## src/rtl/mem_arbiter_if.sv

```systemverilog
// Core-side request ports and memory-side req/ack port of mem_arbiter.
// slave is the arbiter view; master is the core-plus-memory view.
interface mem_arbiter_if;
  logic        if_req;
  logic [31:0] if_addr;
  logic        if_gnt;
  logic        if_rvalid;
  logic [31:0] if_rdata;

  logic        d_req;
  logic [31:0] d_addr;
  logic [31:0] d_wdata;
  logic [1:0]  d_we;
  logic        d_gnt;
  logic        d_rvalid;
  logic [31:0] d_rdata;

  logic        mem_req;
  logic [31:0] mem_addr;
  logic [31:0] mem_wdata;
  logic [1:0]  mem_we;
  logic        mem_ack;
  logic [31:0] mem_rdata;

  modport slave (
    input  if_req, if_addr,
    output if_gnt, if_rvalid, if_rdata,
    input  d_req, d_addr, d_wdata, d_we,
    output d_gnt, d_rvalid, d_rdata,
    output mem_req, mem_addr, mem_wdata, mem_we,
    input  mem_ack, mem_rdata
  );

  modport master (
    output if_req, if_addr,
    input  if_gnt, if_rvalid, if_rdata,
    output d_req, d_addr, d_wdata, d_we,
    input  d_gnt, d_rvalid, d_rdata,
    input  mem_req, mem_addr, mem_wdata, mem_we,
    output mem_ack, mem_rdata
  );
endinterface

```

## src/rtl/mem_arbiter.sv

```systemverilog
// Shares one memory port between fetch and load/store; `ARB_RR_EN selects round robin, else data wins ties.
// Grant is combinational in IDLE, rvalid follows mem_ack by one cycle; no grants while BUSY (requesters stall).
module mem_arbiter (
  input  logic         clk,
  input  logic         reset,
  mem_arbiter_if.slave bus
);

  localparam logic [0:0] IDLE = 1'b0;
  localparam logic [0:0] BUSY = 1'b1;

  localparam logic PORT_IF = 1'b0;
  localparam logic PORT_D  = 1'b1;

  logic [0:0]  state;
  // Last winner doubles as the owner of the in-flight transaction.
  logic        last_win;
  logic        pick_d;
  logic        if_gnt;
  logic        d_gnt;

  logic        mem_req_q;
  logic [31:0] mem_addr_q;
  logic [31:0] mem_wdata_q;
  logic [1:0]  mem_we_q;
  logic        if_rvalid_q;
  logic        d_rvalid_q;
  logic [31:0] if_rdata_q;
  logic [31:0] d_rdata_q;

  always_comb begin
    pick_d = bus.d_req;
`ifdef ARB_RR_EN
    if (bus.d_req && bus.if_req) begin
      pick_d = (last_win == PORT_IF);
    end
`endif
    if_gnt = (state == IDLE) && bus.if_req && !pick_d;
    d_gnt  = (state == IDLE) && bus.d_req && pick_d;
  end

  always_ff @(posedge clk) begin
    if (reset) begin
      state       <= IDLE;
      last_win    <= PORT_D;
      mem_req_q   <= 1'b0;
      mem_addr_q  <= 32'h0;
      mem_wdata_q <= 32'h0;
      mem_we_q    <= 2'b00;
      if_rvalid_q <= 1'b0;
      d_rvalid_q  <= 1'b0;
      if_rdata_q  <= 32'h0;
      d_rdata_q   <= 32'h0;
    end else begin
      if_rvalid_q <= 1'b0;
      d_rvalid_q  <= 1'b0;
      case (state)
        IDLE: begin
          if (if_gnt || d_gnt) begin
            state     <= BUSY;
            mem_req_q <= 1'b1;
            last_win  <= d_gnt;
            if (d_gnt) begin
              mem_addr_q  <= bus.d_addr;
              mem_wdata_q <= bus.d_wdata;
              mem_we_q    <= bus.d_we;
            end else begin
              mem_addr_q  <= bus.if_addr;
              mem_wdata_q <= 32'h0;
              mem_we_q    <= 2'b00;
            end
          end
        end
        BUSY: begin
          if (bus.mem_ack) begin
            state     <= IDLE;
            mem_req_q <= 1'b0;
            if (last_win == PORT_D) begin
              d_rvalid_q <= 1'b1;
              if (mem_we_q == 2'b00) begin
                d_rdata_q <= bus.mem_rdata;
              end
            end else begin
              if_rvalid_q <= 1'b1;
              if_rdata_q  <= bus.mem_rdata;
            end
          end
        end
        default: state <= IDLE;
      endcase
    end
  end

  assign bus.if_gnt    = if_gnt;
  assign bus.d_gnt     = d_gnt;
  assign bus.if_rvalid = if_rvalid_q;
  assign bus.d_rvalid  = d_rvalid_q;
  assign bus.if_rdata  = if_rdata_q;
  assign bus.d_rdata   = d_rdata_q;
  assign bus.mem_req   = mem_req_q;
  assign bus.mem_addr  = mem_addr_q;
  assign bus.mem_wdata = mem_wdata_q;
  assign bus.mem_we    = mem_we_q;

endmodule

```

## src/flat_wrapper.sv

```systemverilog
// flat-port wrapper written by rule: the top's interface ports become plain ports
module mem_arbiter_flat 
  (clk, reset, bus_if_req, bus_if_addr, bus_if_gnt, bus_if_rvalid, bus_if_rdata, bus_d_req, bus_d_addr, bus_d_wdata, bus_d_we, bus_d_gnt, bus_d_rvalid, bus_d_rdata, bus_mem_req, bus_mem_addr, bus_mem_wdata, bus_mem_we, bus_mem_ack, bus_mem_rdata);
  mem_arbiter_if bus_i ();
  input  logic clk;
  input  logic reset;
  input wire logic [$bits(bus_i.if_req)-1:0] bus_if_req;
  input wire logic [$bits(bus_i.if_addr)-1:0] bus_if_addr;
  output wire logic [$bits(bus_i.if_gnt)-1:0] bus_if_gnt;
  output wire logic [$bits(bus_i.if_rvalid)-1:0] bus_if_rvalid;
  output wire logic [$bits(bus_i.if_rdata)-1:0] bus_if_rdata;
  input wire logic [$bits(bus_i.d_req)-1:0] bus_d_req;
  input wire logic [$bits(bus_i.d_addr)-1:0] bus_d_addr;
  input wire logic [$bits(bus_i.d_wdata)-1:0] bus_d_wdata;
  input wire logic [$bits(bus_i.d_we)-1:0] bus_d_we;
  output wire logic [$bits(bus_i.d_gnt)-1:0] bus_d_gnt;
  output wire logic [$bits(bus_i.d_rvalid)-1:0] bus_d_rvalid;
  output wire logic [$bits(bus_i.d_rdata)-1:0] bus_d_rdata;
  output wire logic [$bits(bus_i.mem_req)-1:0] bus_mem_req;
  output wire logic [$bits(bus_i.mem_addr)-1:0] bus_mem_addr;
  output wire logic [$bits(bus_i.mem_wdata)-1:0] bus_mem_wdata;
  output wire logic [$bits(bus_i.mem_we)-1:0] bus_mem_we;
  input wire logic [$bits(bus_i.mem_ack)-1:0] bus_mem_ack;
  input wire logic [$bits(bus_i.mem_rdata)-1:0] bus_mem_rdata;
  assign bus_i.if_req = bus_if_req;
  assign bus_i.if_addr = bus_if_addr;
  assign bus_if_gnt = bus_i.if_gnt;
  assign bus_if_rvalid = bus_i.if_rvalid;
  assign bus_if_rdata = bus_i.if_rdata;
  assign bus_i.d_req = bus_d_req;
  assign bus_i.d_addr = bus_d_addr;
  assign bus_i.d_wdata = bus_d_wdata;
  assign bus_i.d_we = bus_d_we;
  assign bus_d_gnt = bus_i.d_gnt;
  assign bus_d_rvalid = bus_i.d_rvalid;
  assign bus_d_rdata = bus_i.d_rdata;
  assign bus_mem_req = bus_i.mem_req;
  assign bus_mem_addr = bus_i.mem_addr;
  assign bus_mem_wdata = bus_i.mem_wdata;
  assign bus_mem_we = bus_i.mem_we;
  assign bus_i.mem_ack = bus_mem_ack;
  assign bus_i.mem_rdata = bus_mem_rdata;
  mem_arbiter u_core (.clk(clk), .reset(reset), .bus(bus_i));
endmodule
```

## config.mk

```make
export PLATFORM = sky130hd
export DESIGN_NAME = mem_arbiter_flat
export DESIGN_NICKNAME = d
export VERILOG_FILES = /design/src/rtl/mem_arbiter_if.sv /design/src/rtl/mem_arbiter.sv /design/src/flat_wrapper.sv
export SDC_FILE = /design/constraint.sdc
export NUM_CORES = 1
export LEC_CHECK = 0
export CAP_MARGIN = 30
export CORE_MARGIN = 10
export CORE_UTILIZATION = 27
export CTS_BUF_LIST = sky130_fd_sc_hd__clkbuf_16
export DETAILED_ROUTE_END_ITERATION = 16
export SYNTH_ARGS = -nofsm -noshare
export SYNTH_HDL_FRONTEND = slang
export SYNTH_SLANG_ARGS = --single-unit
```

## constraint.sdc

```tcl
create_clock -name clk -period 1.7 [get_ports clk]
set_input_delay 0.34 -clock clk [delete_from_list [all_inputs] [get_ports clk]]
set_output_delay 0.34 -clock clk [all_outputs]
set_load 0.03 [all_outputs]
```

== Word level (Yosys, flattened, before mapping) ==
Index checks and enable logic that the tools add are counted.

* Word-level logic and storage cells: 38
* Memories kept: 0
* Input port bits: 135
* Memory bits (read-only): 0
* Latch bits: 0
* Output and inout port bits: 135
* RAM bits: 0
* Flip-flop bits (word level): 135

* Shifts and indexed selects: 0
* Add/subtract/negate cells: 0
* Equal/unequal tests: 2
* Muxes and demuxes: 11
* Order comparisons: 0
* Div/mod/pow operators: 0
* Bitwise logic cells: 3
* Multiply operators: 0
* Reductions and logical operators: 12

{| class="wikitable"
|+ Operator list
! kind !! count
|-
| $mux 32 || 2
|-
| $mux 1 || 6
|-
| $logic_and 1x1->1 || 4
|-
| $ne 2x2->1 const B || 2
|-
| $pmux 1 s2 || 2
|-
| $reduce_and 2->1 || 2
|-
| $reduce_and 4->1 || 1
|-
| $not 1->1 || 3
|-
| $reduce_and 3->1 || 1
|-
| $reduce_or 3->1 || 1
|-
| $logic_not 2->1 || 1
|-
| $mux 2 || 1
|-
| $logic_not 1->1 || 1
|-
| $logic_or 1x1->1 || 1
|}

== Longest topological paths before layout ==
* Depth in word-level cells: 6
* Depth in mapped cells: 7
* Depth with buffers taken out: 4

== Worst setup path after synthesis ==
OpenSTA, ideal clock, no wires.

* Kind: register to output
* From: register u_core.state
* To: output port bus_if_gnt
* Path slack: 379 ps
* Cell stages (with the launch flop): 4
* Buffers on the path: 1
* Data required time: 1,360 ps
* Data arrival time: 981 ps
* Cells stage by stage: dfxtp_1 buf_4 nand2b_1 nor2_1

* Word-level cells in the longest chain between the ends: 3

{| class="wikitable"
|+ RTL lines
! item !! line !! RTL
|-
| from (decl) || mem_arbiter.sv:15 || <nowiki>logic [0:0] state;</nowiki>
|-
| from (signal assigned) || mem_arbiter.sv:44 || <nowiki>state <= IDLE;</nowiki>
|-
| from (signal assigned) || mem_arbiter.sv:60 || <nowiki>state <= BUSY;</nowiki>
|-
| from (signal assigned) || mem_arbiter.sv:76 || <nowiki>state <= IDLE;</nowiki>
|-
| $not 1->1 (no line) || -- ||
|-
| $logic_and 1x1->1 (2 in series) || mem_arbiter.sv:38 || <nowiki>if_gnt = (state == IDLE) && bus.if_req && !pick_d;</nowiki>
|-
| to (decl) || flat_wrapper.sv:9 || <nowiki>output wire logic [$bits(bus_i.if_gnt)-1:0] bus_if_gnt;</nowiki>
|}

Every way passes these cells.

== Worst setup path after layout ==
* From: input port bus_if_req
* To: output port bus_if_gnt

* Word-level cells in the longest chain between the ends: 2

{| class="wikitable"
|+ RTL lines
! item !! line !! RTL
|-
| from (decl) || flat_wrapper.sv:7 || <nowiki>input wire logic [$bits(bus_i.if_req)-1:0] bus_if_req;</nowiki>
|-
| $logic_and 1x1->1 (2 in series) || mem_arbiter.sv:38 ||
|}

Every way passes these cells.

==> out/metrics.csv <==
stage,metric,value,unit
flow_run,MaxCap Viol Count,0,
yosys,Post-synth EDFFs,0,
worst_setup_path,CP Capture Type,output pin,
final_layout,Layout area overhead,64.73,%
grt,number of global-route vias before repair,5145,
power,overall power,8.454,mW
final_layout,share of layout cells above drive strength 1,0.08871,
clock_network,H-tree depth,4,
run_status,outcome,finished clean,
sta,RSZ-0062 raised after global routing,no,
sta,FMAX,609.0,MHz
final_layout,NumNets Final,992,
routing,vias per cell,4.379,
sta,final setup margin,0.05787,ns
clock_network,CTS sink count,135,
yosys,top post-synthesis cells by area,"dfxtp_1 50%, nand2b_1 7.8%, nand2_1 6.7%",
floorplanning,core area,19530,um2
clock_network,cts repair resizes,135,
placed_design,Port Buf Inserts,269,
sta,fin crit period,1.642,ns
worst_setup_path,CP bufs+invs,2,
yosys,multiplexer area fraction after synthesis,0.05976,
floorplanning,Die Wd,160.9,um
final_layout,ANT cells,0,
worst_setup_path,worst-path cell chain,"clkdlybuf4s50_1, nand2b_1, nor2_1, buf_4",
worst_setup_path,cell family contributing the most delay on the critical path,buffers and inverters,
placed_design,routability congestion estimate,0.7771,
placed_design,pre-CTS WS,-0.1963,ns
yosys,Gate Count Post-Synth,592,
clock_network,Clock Latency Late Sink,0.42,ns
worst_setup_path,crit path DAT,1.30,ns
yosys,number of synthesized register bits,135,
sta,skew final,0.01048,ns
power,Power Dens Cells,957.4,nW/um2
grt,Tot GR Track Use,0.1468,
yosys,syn_area_per_cell,9.054,um2
yosys,"Seq/Total Area, Yosys",0.5042,
hold_path,worst min-delay path class,in -> reg,
routing,remaining routing DRC violations,0,
sta,final worst path period share,0.9660,
clock_network,CTS Buf Count,17,
yosys,Cell variety after synth,25,
yosys,most common cell in the synthesized netlist,dfxtp_1,
clock_network,# Post-CTS Setup Buffers,0,
clock_network,CTS root buffer,clkbuf_16,
floorplanning,DIE AREA,25890,um2
routing,Routed Antenna Nets,0,
grt,grt ovf,0,
floorplanning,FP Rows,51,
sta,worst-margin pin slew,0.3753,ns
worst_setup_path,CP Launch Type,primary input,
yosys,top post-synthesis cells by count,"135 x dfxtp_1, 96 x nand2_1, 70 x nor2_1, 67 x nand2b_1, 66 x a21oi_1",
worst_setup_path,worst path required time,1.36,ns
routing,WL final,19.49,mm
yosys,net count after synthesis,727,
clock_network,clock-pin slew on the worst setup and hold paths,0.06,ns
power,maximum VDD drop,0.6593,mV
worst_setup_path,WS Path Type,in -> out,
clock_network,clock tree buffer depth,2,
routing,Pre-antenna DRT Iters,4,
grt,first-pass GRT wire length,30.18,mm
floorplanning,Initial Utilization,0.2745,
final_layout,non-filler instance count after layout,1133,
yosys,ys async rst share,0,
clock_network,TritonCTS clock tree,yes,
placed_design,Inst Count DP,1103,
worst_setup_path,CP max-delay cell,clkdlybuf4s50_1,
yosys,adder-cell share of the synthesized area,0,
routing,starting DRC count in detailed routing,257,
sta,Final setup viols,0,
yosys,Compound-Gate Fraction of Synth Area,0.1716,
clock_network,hold_buf cts,0,
yosys,largest family of logic cells by synthesized area,simple AND/OR/NAND/NOR gates,
routing,total number of vias,4961,
worst_setup_path,Crit Path Max Fanout,4,
worst_setup_path,"Largest stage delay, worst path",0.56,ns
yosys,"Cell Area, Synth",5360,um2
floorplanning,# IOs,270,
grt,largest net degree at the start of global routing,49,
yosys,Synth warnings,0,
sta,fin. max-slew vios,0,
yosys,Synth Area in Simple Gates,0.2075,
floorplanning,die height,160.9,um
grt,initial antenna violation count,0,
placed_design,HPWL Detailed,14.30,mm
yosys,post-synthesis xor/xnor area fraction,0,
sta,"Hold Violations, Final",0,
routing,Avg WL per Cell,17.20,um
yosys,"area leader, netlist",dfxtp_1,
power,Leak Pwr,3.821,nW
yosys,top cell type's share of synthesized area,0.5042,
sta,Max transition margin,0.7508,
yosys,"Primary FF master, synth",dfxtp_1,
## metrics by stage
stage	hold slack, ns	setup TNS (ns)	util	instance area, um2
floorplan	0.4760	0	-	5360
global placement	0.4404	-5.410	0.4341	8477
detailed placement	0.4475	-8.082	0.4341	8477
CTS	0.2916	0	0.4522	8830
global route	0.3189	0	0.4522	8830
finish	0.3122	0	0.4522	8830
## power breakdown
part | internal (mW) | switching [mW] | leakage (nW)
logic | 0.762 | 0.910 | 2.47
clock network | 1.96 | 1.39 | 0.251
registers | 3.34 | 0.0910 | 1.10
## area by class of cell
| class | instances | area, um2 |
|---|---|---|
| Fill cell | 1980 | 10700 |
| Timing Repair Buffer | 296 | 2908 |
| Sequential cell | 135 | 2704 |
| Multi-Input combinational cell | 406 | 2364 |
| Clock buffer | 17 | 425.4 |
| Tap cell | 265 | 331.6 |
| Clock inverter | 13 | 93.84 |
| Inverter | 1 | 3.754 |
## final timing paths
check / depth (start not counted) / slack (ns) / start / end
worst max-delay path: 4 / 0.06 / bus_if_req / bus_if_gnt
worst min-delay path: 2 / 0.31 / reset / u_core.bus.if_rdata[22]$_SDFFE_PP0P_
worst max register to register: 5 / 0.38 / u_core.state$_SDFF_PP0_ / u_core.bus.mem_addr[15]$_SDFFE_PP0P_
worst min register to register: 2 / 0.45 / u_core.bus.if_rdata[23]$_SDFFE_PP0P_ / u_core.bus.if_rdata[23]$_SDFFE_PP0P_
## registers in the layout, summed over array words and instances (netlist names)
name,flops
u_core.bus.d_rdata,32
u_core.bus.if_rdata,32
u_core.bus.mem_addr,32
u_core.bus.mem_wdata,32
u_core.bus.mem_we,2
u_core.bus.d_rvalid,1
u_core.bus.if_rvalid,1
u_core.bus.mem_req,1
u_core.last_win,1
u_core.state,1
## metal layers
layer | global-route usage | vias to the layer above | wire length, um
met5 | 0 | - | 0
met4 | 0.05749 | 0 | 408
met3 | 0.05291 | 25 | 1343
met2 | 0.2415 | 147 | 9443
met1 | 0.1702 | 2270 | 8293
li1 | - | 2519 | -
## logic make-up after synthesis
logic type,after synthesis
buf+inv,51
compound gates,134
mux,32
simple gates,240
flops,135
## placed cells by master, fill, tap and decap left out, drive strengths merged, types with 31 or more instances in the layout
cell type / n
a211oi: 31
a21oi: 66
a22oi: 34
clkdlybuf4s50: 132
dfxtp: 135
dlygate4sd2: 134
mux2i: 32
nand2: 96
nand2b: 68
nor2: 70
## worst reg2reg max path: cells and delay by family, from the launching register on
family	cells	cell delay (ns)
buffers and inverters	2	0.35
and+or+nand+nor	1	0.16
AOI/OAI and AO/OA	2	0.36
DFF	1	0.37
Note: power is estimated with default switching activity, not from simulation.
